===== config.mk =====
export PLATFORM = sky130hd
export DESIGN_NAME = peri_timer_flat
export DESIGN_NICKNAME = d
export VERILOG_FILES = /design/src/rtl/peri_timer_if.sv /design/src/rtl/peri_timer.sv /design/src/flat_wrapper.sv
export SDC_FILE = /design/constraint.sdc
export NUM_CORES = 1
export LEC_CHECK = 0
export CORE_UTILIZATION = 61
export DETAILED_ROUTE_END_ITERATION = 10
export GPL_TIMING_DRIVEN = 0
export PLACE_DENSITY = 0.85
export SLEW_MARGIN = 30
export SYNTH_ARGS = -nofsm -noshare
export SYNTH_HDL_FRONTEND = slang
export SYNTH_SLANG_ARGS = --single-unit

===== constraint.sdc =====
create_clock -name clock -period 6.8 [get_ports clock]
set_input_delay 1.7 -clock clock [delete_from_list [all_inputs] [get_ports clock]]
set_output_delay 1.7 -clock clock [all_outputs]
set_load 0.02 [all_outputs]

===== src/rtl/peri_timer_if.sv =====
// peri_timer_if: peribus signals between the controller and the timer peripheral
interface peri_timer_if;
  logic [7:0]  addr;
  logic [15:0] write_data;
  logic        write_enable;
  logic        read_enable;
  logic [15:0] read_data;
  logic        irq;
  modport master (output addr, write_data, write_enable, read_enable, input read_data, irq);
  modport slave  (input addr, write_data, write_enable, read_enable, output read_data, irq);
endinterface


===== src/rtl/peri_timer.sv =====
// peri_timer: 16-bit prescaled down-counter with one-shot/periodic modes and sticky expiry irq
module peri_timer #(
  parameter logic [7:0]  BASE_ADDR      = 8'h00,
  parameter logic [15:0] RESET_PRESCALE = 16'h0000
) (
  input logic         clock,
  input logic         reset,
  peri_timer_if.slave bus
);
  logic        en_q, en_d, periodic_q, periodic_d, irq_en_q, irq_en_d, expired_q, expired_d;
  logic [15:0] load_q, load_d, count_q, count_d, prescale_q, prescale_d;
  logic [15:0] pcnt_q, pcnt_d, rdata_q, rdata_d;
  logic [2:0]  off;
  logic        sel, wr, rd, tick, expire;
  always_comb begin
    off = bus.addr[2:0];
    sel = bus.addr[7:3] == BASE_ADDR[7:3];
    wr = bus.write_enable && sel;
    rd = bus.read_enable && sel;
    tick = en_q && pcnt_q == prescale_q;
    expire = tick && count_q == 16'd0;
    en_d = wr && off == 3'd0 ? bus.write_data[0] : expire && !periodic_q ? 1'b0 : en_q;
    periodic_d = wr && off == 3'd0 ? bus.write_data[1] : periodic_q;
    irq_en_d = wr && off == 3'd0 ? bus.write_data[2] : irq_en_q;
    load_d = wr && off == 3'd1 ? bus.write_data : load_q;
    prescale_d = wr && off == 3'd3 ? bus.write_data : prescale_q;
    // a software COUNT write overrides any decrement or reload on the same edge
    count_d = wr && off == 3'd2 ? bus.write_data :
              !tick ? count_q :
              count_q != 16'd0 ? count_q - 16'd1 :
              periodic_q ? load_q : count_q;
    expired_d = expire | (expired_q & ~(wr && off == 3'd4 && bus.write_data[0]));
    // pcnt sits at 0 whenever disabled, so re-enabling always starts a full period
    pcnt_d = en_q && !tick ? pcnt_q + 16'd1 : 16'd0;
    rdata_d = !rd ? 16'd0 :
              off == 3'd0 ? {13'd0, irq_en_q, periodic_q, en_q} :
              off == 3'd1 ? load_q :
              off == 3'd2 ? count_q :
              off == 3'd3 ? prescale_q :
              off == 3'd4 ? {15'd0, expired_q} : 16'd0;
  end
  always_ff @(posedge clock) begin
    if (reset) begin
      en_q       <= 1'b0;
      periodic_q <= 1'b0;
      irq_en_q   <= 1'b0;
      expired_q  <= 1'b0;
      load_q     <= 16'd0;
      count_q    <= 16'd0;
      prescale_q <= RESET_PRESCALE;
      pcnt_q     <= 16'd0;
      rdata_q    <= 16'd0;
    end else begin
      en_q       <= en_d;
      periodic_q <= periodic_d;
      irq_en_q   <= irq_en_d;
      expired_q  <= expired_d;
      load_q     <= load_d;
      count_q    <= count_d;
      prescale_q <= prescale_d;
      pcnt_q     <= pcnt_d;
      rdata_q    <= rdata_d;
    end
  end
  assign bus.read_data = rdata_q;
  assign bus.irq = expired_q & irq_en_q;
endmodule


===== src/flat_wrapper.sv =====
// flat-port wrapper written by rule: the top's interface ports become plain ports
module peri_timer_flat 
#(
  parameter logic [7:0]  BASE_ADDR      = 8'h00,
  parameter logic [15:0] RESET_PRESCALE = 16'h0000
)
  (clock, reset, bus_addr, bus_write_data, bus_write_enable, bus_read_enable, bus_read_data, bus_irq);
  peri_timer_if bus_i ();
  input logic clock;
  input logic reset;
  input wire logic [$bits(bus_i.addr)-1:0] bus_addr;
  input wire logic [$bits(bus_i.write_data)-1:0] bus_write_data;
  input wire logic [$bits(bus_i.write_enable)-1:0] bus_write_enable;
  input wire logic [$bits(bus_i.read_enable)-1:0] bus_read_enable;
  output wire logic [$bits(bus_i.read_data)-1:0] bus_read_data;
  output wire logic [$bits(bus_i.irq)-1:0] bus_irq;
  assign bus_i.addr = bus_addr;
  assign bus_i.write_data = bus_write_data;
  assign bus_i.write_enable = bus_write_enable;
  assign bus_i.read_enable = bus_read_enable;
  assign bus_read_data = bus_i.read_data;
  assign bus_irq = bus_i.irq;
  peri_timer #(.BASE_ADDR(BASE_ADDR), .RESET_PRESCALE(RESET_PRESCALE)) u_core (.clock(clock), .reset(reset), .bus(bus_i));
endmodule

==> results of run 1 <==
[routing by layer]
| layer | vias to the layer above | wire, um | GRT usage [%] |
|---|---|---|---|
| li1 | 1788 | - | - |
| met5 | - | 0 | 0 |
| met4 | 0 | 390 | 17.9 |
| met1 | 1797 | 4580 | 39.3 |
| met2 | 182 | 5290 | 55.1 |
| met3 | 34 | 728 | 4.96 |
[cells by family after synthesis]
family	count (synthesis)	share of synthesized area, %
adders and majority gates	3	0.895
AOI/OAI and AO/OA	75	10.6
xor gates and xnor gates	43	8.98
buffers and inverters	36	4.15
muxes	42	10.7
DFF	84	40.1
and+or+nand+nor	206	24.6
[cell type report]
class | instances | area [um^2] | share of cell area, %
tap | 77 | 96.3 | 1.94
inverter | 7 | 26.3 | 0.530
clock buffer | 11 | 141 | 2.85
clock inverter | 5 | 108 | 2.17
timing repair buffer | 42 | 420 | 8.48
sequential | 84 | 1680 | 33.9
multi-input combinational | 369 | 2340 | 47.1
buffer | 29 | 148 | 2.98
[synthesized netlist by cell type (all sizes together) (2+ instances only)]
cell type  count
dfxtp         84
nand2         73
nor2          73
a21oi         42
mux2i         39
xnor2         28
clkbuf        17
xor2          15
o21ai         14
buf           12
nand4          9
and3           8
nor4           8
inv            7
nor2b          6
nor3           6
o2111ai        6
nand3          5
o211ai         5
and2           3
ha             3
nand3b         3
nand4b         3
a2bb2oi        2
mux4           2
nor3b          2
or4            2
[cell usage in the layout (no fill, tap or decap), types with 10 or more instances in the layout]
master and count:
clkbuf_8 10, nand2_1 72, xor2_1 15, dfxtp_1 84
clkdlybuf4s50_1 42, clkbuf_1 17, mux2i_1 39, xnor2_1 28
nor2_1 71, a21oi_1 42
[through the flow]
stage,total power [W],std cells,setup WS [ns],hold WS (ns)
finish,0.000981,624,2.97,0.487
global placement,0.000552,608,2.68,0.467
floorplan,0.000525,489,3.35,0.447
global route,0.00101,624,2.87,0.512
detailed placement,0.000553,608,2.64,0.474
CTS,0.000980,624,2.98,0.485
[worst paths after layout]
check | from | end | cells past startpoint
setup reg to reg | u_core.prescale_q[2] | u_core.pcnt_q[10] | 7
hold / removal | u_core.expired_q | u_core.expired_q | 2
setup / recovery | bus_addr[4] | u_core.load_q[7] | 8
hold reg to reg | u_core.expired_q | u_core.expired_q | 2
[registers in the layout, summed over array words and instances (netlist names)]
name                  cells
u_core.pcnt_q            16
u_core.expired_q          1
u_core.count_q           16
u_core.load_q            16
u_core.periodic_q         1
u_core.irq_en_q           1
u_core.bus.read_data     16
u_core.prescale_q        16
u_core.en_q               1
[power by group]
group	internal, W	switching (W)
sequential	0.000492	0.000000480
combinational	0.0000211	0.0000295
clock	0.000256	0.000181
[critical path: stages]
cell	delay, ns
clkdlybuf4s50_1	0.40
or4_4	0.55
nor2_2	0.13
nand2_2	0.13
nor4_4	0.57
buf_6	0.27
mux2i_1	0.24
nor2_1	0.05
==> results.json, run 1 <==
{
  "grt_pass1_wl_mm": 18.0,
  "place_area_um2": 4710,
  "synth_area_leaders": "dfxtp_1, mux2i_1, nand2_1, nor2_1, xnor2_1",
  "worstPathRequired_ns": 7.03,
  "setup_viol": 0,
  "port_buffers": 42,
  "h-tree-depth": 3,
  "cts_hold_buf": 0,
  "setup_tns_ns": 0,
  "fillers": 458,
  "cap_violations": 0,
  "cp_max_fo": 10,
  "synth_area_per_cell_um2": 8.58,
  "r2r_slack_ns": 4.26,
  "vias_per_cell": 6.09,
  "post_cts_buffers": 0,
  "io_pins": 45,
  "arrival_ns": 4.06,
  "stdcell_area_um2": 4960,
  "wl_mm": 11.0,
  "die_x_um": 84.9,
  "grt_usage_pct": 32.3,
  "syn2layout_area_growth_pct": 18.3,
  "powerDensity_nw_per_um2": 198,
  "dieArea_um2": 7210,
  "coreArea_um2": 6490,
  "drive_above_1_share_pct": 7.86,
  "max_clock_freq_ghz": 0.261,
  "clk_latency_ns": 0.36,
  "synthesis.instances": 489,
  "leakage_nw": 1.78,
  "gp_congestion": 0.890,
  "path_clk_slew_ns": 0.08,
  "antenna_found_initial": 0,
  "drc": 5,
  "ys_seq_area_share_pct": 40.1,
  "vdd_ir_drop_max_mv": 0.144,
  "vias": 3801,
  "ant_nets": 0,
  "ys_ff_latch": 84,
  "synth_cell_types": 49,
  "yosys.area.top_type": "dfxtp_1",
  "final_util_pct": 76.4,
  "worstSetupPathType": "input port to flip-flop",
  "finalCriticalPeriod_ns": 3.83,
  "routedWlPerCell_um": 17.6,
  "synthesis.nets": 520,
  "insertedDiodeCount": 0,
  "cts-buffers-inserted": 9,
  "synth_flop_cell": "dfxtp_1",
  "timing.final.crit_share_pct": 56.3,
  "fin_nets": 573,
  "overflow": 0,
  "hold_viol": 0,
  "worstMarginPinSlew_ns": 0.735,
  "hold_path_class": "flip-flop to flip-flop",
  "cts_tree": "built",
  "cts_resized": 0,
  "drv_slew": 0,
  "dr.pass1.iters": 8,
  "rsz0062_at_grt": "no",
  "synth_area_um2": 4190,
  "cp-end-kind": "flip-flop",
  "status": "finished with violations",
  "drt_iter0_drc": 319,
  "root_buffer": "clkbuf_8",
  "cts.sinks": 84,
  "synth_edf_count": 0,
  "first_global_vias": 3814,
  "ys_async_sr_fraction_pct": 0,
  "clockBufferDepth": 2,
  "start_util_pct": 64.6,
  "violations": "design-rule violations",
  "dpl.hpwl_mm": 8.02,
  "grt_max_degree": 15,
  "fin_skew_ns": 0.0160,
  "maxSlewHeadroom_pct": 50.6,
  "yosys_warnings": 0,
  "die_y_um": 84.9,
  "rows": 29,
  "startpoint_type": "input port",
  "synth_top_area_share_pct": 40.1
}
Note: power is estimated with default switching activity, not from simulation.
==> run 2: changes to the inputs <==
--- a/config.mk
+++ b/config.mk
@@ -5,10 +5,10 @@
 export SDC_FILE = /design/constraint.sdc
 export NUM_CORES = 1
 export LEC_CHECK = 0
-export CORE_UTILIZATION = 61
+export CORE_UTILIZATION = 51
 export DETAILED_ROUTE_END_ITERATION = 10
 export GPL_TIMING_DRIVEN = 0
-export PLACE_DENSITY = 0.85
+export PLACE_DENSITY = 0.76
 export SLEW_MARGIN = 30
 export SYNTH_ARGS = -nofsm -noshare
 export SYNTH_HDL_FRONTEND = slang
==> constraint.sdc (replaced) <==
create_clock -name clock -period 3.17 [get_ports clock]
set_input_delay 0.7925 -clock clock [delete_from_list [all_inputs] [get_ports clock]]
set_output_delay 0.7925 -clock clock [all_outputs]
set_load 0.02 [all_outputs]
==> results.json, run 2 (synthesis gave the netlist of run 1 again) <==
{
  "insertedDiodeCount": 0,
  "cp.buffers_inverters": 2,
  "clockBufferDepth": 2,
  "dpl_worst_slack_ns": -0.0752,
  "critPathSlowestCell": "nor4_4",
  "setup_viol": 0,
  "root_buffer": "clkbuf_8",
  "min_to": "u_core.expired_q",
  "syn2layout_area_growth_pct": 19.0,
  "power.switching_w": 0.000466,
  "io_pins": 45,
  "port_buffers": 42,
  "cts_tree": "built",
  "cp_top_family": "simple AND/OR/NAND/NOR gates",
  "vdd_ir_drop_max_mv": 0.236,
  "cts_resized": 0,
  "critPathMaxStageDelay_ns": 0.57,
  "r2r_end": "u_core.pcnt_q[11]",
  "cp_max_fo": 10,
  "cts-buffers-inserted": 9,
  "min_path_cells": 2,
  "grt_usage_pct": 26.3,
  "dpl.hpwl_mm": 7.91,
  "combPwrFrac_pct": 5.1,
  "hold_path_class": "flip-flop to flip-flop",
  "drv_slew": 0,
  "r2r_slack_ns": 0.61,
  "grt_pass1_wl_mm": 17.5,
  "layout_commonest_cell": "dfxtp_1",
  "worstSetupPathType": "input port to flip-flop",
  "startpoint_type": "input port",
  "drc": 0,
  "min-delay-start": "u_core.expired_q",
  "status": "finished, final reports clean",
  "powerDensity_nw_per_um2": 424,
  "finalCriticalPeriod_ns": 2.88,
  "arrival_ns": 3.11,
  "cap_violations": 0,
  "clkPwrFrac_pct": 45.0,
  "worstMarginPinSlew_ns": 0.725,
  "cp-end-kind": "flip-flop",
  "p_int_w": 0.00165,
  "swShare_pct": 22.0,
  "final_cells": 649,
  "die_y_um": 92.7,
  "cts.sinks": 84,
  "power_w": 0.00212,
  "worstPathCellList": "clkdlybuf4s50_1, or4_4, nor2_2, nand2_2, nor4_4, buf_6, mux2i_1, nor2_1",
  "leakage_nw": 1.78,
  "rr_startpoint": "u_core.pcnt_q[2]",
  "rsz0062_at_grt": "no",
  "h-tree-depth": 3,
  "start_util_pct": 53.4,
  "critPathLaunch": "bus_addr[4]",
  "most-common-layout-cells": "dfxtp_1, nand2_1, nor2_1",
  "rr_worst_depth": 7,
  "worstPathRequired_ns": 3.40,
  "clk_latency_ns": 0.36,
  "setup_tns_ns": 0,
  "rows": 32,
  "vias": 3700,
  "timing.final.crit_share_pct": 90.9,
  "p_seq_share_pct": 49.9,
  "vias_per_cell": 5.70,
  "antenna_found_initial": 0,
  "routedWlPerCell_um": 16.6,
  "max_clock_freq_ghz": 0.347,
  "gp_congestion": 0.915,
  "wl_mm": 10.7,
  "ant_nets": 0,
  "dieArea_um2": 8590,
  "overflow": 0,
  "dr.pass1.iters": 4,
  "post-place-cells": 633,
  "fin_skew_ns": 0.0132,
  "drive_above_1_share_pct": 7.86,
  "grt_max_degree": 15,
  "first_global_vias": 3587,
  "cts_hold_buf": 0,
  "drt_iter0_drc": 247,
  "post_cts_buffers": 0,
  "die_x_um": 92.7,
  "maxSlewHeadroom_pct": 51.3,
  "path_clk_slew_ns": 0.08,
  "worst_hold_slack_ns": 0.485,
  "fin_nets": 573,
  "coreArea_um2": 7850,
  "timing.final.ws_setup_ns": 0.288,
  "hold_viol": 0
}
==> run 2: final cells by class <==
cell class	instances	area, um^2
Fill cell	663	2860
Clock inverter	5	108
Timing Repair Buffer	42	420
Multi-Input combinational cell	369	2340
Inverter	7	26.3
Buffer	29	148
Sequential cell	84	1680
Tap cell	102	128
Clock buffer	11	141
==> run 2: power groups by stage <==
stage          Combinational [W]  Sequential (W)  Clock (W)
2_1_floorplan          0.0000465         0.00108          0
6_report                0.000107         0.00106   0.000953
4_1_cts                 0.000105         0.00106   0.000957
5_1_grt                 0.000114         0.00106   0.000996
3_3_place_gp            0.000103         0.00108          0
3_5_place_dp            0.000105         0.00108          0
==> run 2: through the flow <==
step           instance area, um^2  util [%]
6_report                      4990      63.6
5_1_grt                       4990      63.6
4_1_cts                       4990      63.6
3_5_place_dp                  4740      60.4
3_3_place_gp                  4740      60.4
2_1_floorplan                 4190         -
==> run 2: tightest hold or removal path: stages, from the launching register on <==
cell	delay, ns
dfxtp_1	0.33
o41ai_1	0.06
a21oi_1	0.05
==> run 2: worst max path at each step <==
| stage | endpoint | slack [ns] | depth (start not counted) |
|---|---|---|---|
| floorplan | u_core.load_q[10] | 0.63 | 7 |
| global placement | u_core.load_q[9] | -0.02 | 8 |
| detailed placement | u_core.load_q[9] | -0.08 | 8 |
| CTS | u_core.load_q[9] | 0.29 | 8 |
| global route | u_core.load_q[9] | 0.14 | 8 |
| finish | u_core.load_q[7] | 0.29 | 8 |
==> run 2: layer usage <==
layer / track usage, % / part of all wire, % / vias to the layer above
met1: 32.7 / 44 / 1761
met2: 44.2 / 47 / 134
li1: - / - / 1777
met5: 0 / 0 / -
met3: 3.69 / 5.6 / 28
met4: 14.0 / 3.6 / 0
==> run 3: changes to the inputs <==
--- a/config.mk
+++ b/config.mk
@@ -5,6 +5,7 @@
 export SDC_FILE = /design/constraint.sdc
 export NUM_CORES = 1
 export LEC_CHECK = 0
+export CORE_ASPECT_RATIO = 1.25
 export CORE_UTILIZATION = 51
 export DETAILED_ROUTE_END_ITERATION = 10
 export GPL_TIMING_DRIVEN = 0
==> results.json, run 3 (synthesis gave the netlist of run 1 again) <==
{
  "grt_pass1_wl_mm": 18.1,
  "die_y_um": 103,
  "vias": 3779,
  "r2r_slack_ns": 0.65,
  "clockBufferDepth": 2,
  "rows": 36,
  "swShare_pct": 21.4,
  "port_buffers": 42,
  "start_util_pct": 53.2,
  "cp_max_fo": 10,
  "min_to": "u_core.prescale_q[12]",
  "rsz0062_at_grt": "no",
  "arrival_ns": 3.15,
  "finalCriticalPeriod_ns": 2.94,
  "fillers": 674,
  "dieArea_um2": 8590,
  "cts-buffers-inserted": 9,
  "min_path_cells": 2,
  "worst_hold_slack_ns": 0.487,
  "routedWlPerCell_um": 17.6,
  "h-tree-depth": 3,
  "dr.pass1.iters": 5,
  "root_buffer": "clkbuf_8",
  "grt_max_degree": 14,
  "coreArea_um2": 7880,
  "most-common-layout-cells": "dfxtp_1, nand2_1, nor2_1",
  "gp_congestion": 0.890,
  "hold_viol": 0,
  "layout_commonest_cell": "dfxtp_1",
  "worstSetupPathType": "input port to flip-flop",
  "first_global_vias": 3629,
  "min-delay-start": "u_core.prescale_q[12]",
  "cp-end-kind": "flip-flop",
  "drive_above_1_share_pct": 7.50,
  "cts_tree": "built",
  "drv_slew": 0,
  "setup_viol": 0,
  "grt_usage_pct": 27.3,
  "ant_nets": 0,
  "cts.sinks": 84,
  "power.switching_w": 0.000443,
  "vdd_ir_drop_max_mv": 0.371,
  "worstPathRequired_ns": 3.38,
  "post-place-cells": 626,
  "timing.final.crit_share_pct": 92.7,
  "cap_violations": 0,
  "clkPwrFrac_pct": 43.7,
  "combPwrFrac_pct": 5.3,
  "status": "finished, final reports clean",
  "rr_worst_depth": 11,
  "final_cells": 642,
  "overflow": 0,
  "io_pins": 45,
  "startpoint_type": "input port",
  "leakage_nw": 1.76,
  "worstMarginPinSlew_ns": 0.802,
  "r2r_end": "u_core.count_q[11]",
  "fin_nets": 573,
  "drc": 0,
  "powerDensity_nw_per_um2": 416,
  "cts_resized": 0,
  "rr_startpoint": "u_core.count_q[0]",
  "antenna_found_initial": 0,
  "cts_hold_buf": 0,
  "syn2layout_area_growth_pct": 18.4,
  "vias_per_cell": 5.89,
  "path_clk_slew_ns": 0.08,
  "hold_path_class": "flip-flop to flip-flop",
  "maxSlewHeadroom_pct": 46.6,
  "die_x_um": 83.1,
  "insertedDiodeCount": 0,
  "p_int_w": 0.00163,
  "fin_skew_ns": 0.0132,
  "post_cts_buffers": 0,
  "max_clock_freq_ghz": 0.340,
  "wl_mm": 11.3,
  "drt_iter0_drc": 263,
  "dpl.hpwl_mm": 8.05,
  "clk_latency_ns": 0.36,
  "p_seq_share_pct": 51.1
}
[run 3: how the worst max path moves through the flow]
stage,startpoint,endpoint,slack [ns],depth (start not counted)
final,bus_addr[4],u_core.load_q[7],0.23,8
after global routing,bus_addr[4],u_core.load_q[7],0.14,8
after detailed placement,bus_addr[4],u_core.load_q[7],-0.12,8
after global placement,bus_addr[4],u_core.load_q[11],-0.08,8
after floorplan,bus_addr[4],u_core.load_q[10],0.63,7
after CTS,bus_addr[4],u_core.load_q[7],0.24,8
[run 3: power groups by stage]
stage                     sequential (W)  combinational, W  clock (W)
after global placement           0.00108          0.000105          0
final                            0.00106          0.000109   0.000903
after global routing             0.00106          0.000114   0.000966
after CTS                        0.00106          0.000107   0.000916
after floorplan                  0.00108         0.0000465          0
after detailed placement         0.00108          0.000106          0
[run 3: worst max-delay path, stage by stage]
cell             delay, ns
clkdlybuf4s50_1       0.40
or4_4                 0.55
nor2_2                0.13
nand2_2               0.13
nor4_4                0.59
buf_6                 0.28
mux2i_1               0.22
nor2_1                0.05
[run 3: layout make-up]
class / count / area (um^2) / area share, %
Multi-Input combinational cell: 369 / 2340 / 47.1
Sequential cell: 84 / 1680 / 33.9
Timing Repair Buffer: 42 / 420 / 8.47
Buffer: 29 / 148 / 2.97
Clock buffer: 12 / 135 / 2.72
Tap cell: 95 / 119 / 2.39
Clock inverter: 4 / 97.6 / 1.97
Inverter: 7 / 26.3 / 0.529
[run 3: layer usage]
layer	part of all wire (%)	wire (um)	up-vias	GRT usage (%)
li1	-	-	1779	-
met4	3.4	385	0	14.1
met3	6.1	687	29	5.08
met2	49	5580	151	48.0
met5	0	0	-	0
met1	41	4680	1820	32.2
[run 3: metrics by stage]
stage / TNS (ns) / power, W / utilization, % / setup WS (ns) / cell area (um^2)
2_1_floorplan: 0 / 0.00113 / - / 0.625 / 4190
3_3_place_gp: -0.765 / 0.00119 / 60.0 / -0.0780 / 4730
3_5_place_dp: -1.22 / 0.00119 / 60.0 / -0.124 / 4730
4_1_cts: 0 / 0.00208 / 63.0 / 0.244 / 4970
5_1_grt: 0 / 0.00214 / 63.0 / 0.144 / 4970
6_report: 0 / 0.00207 / 63.0 / 0.232 / 4970
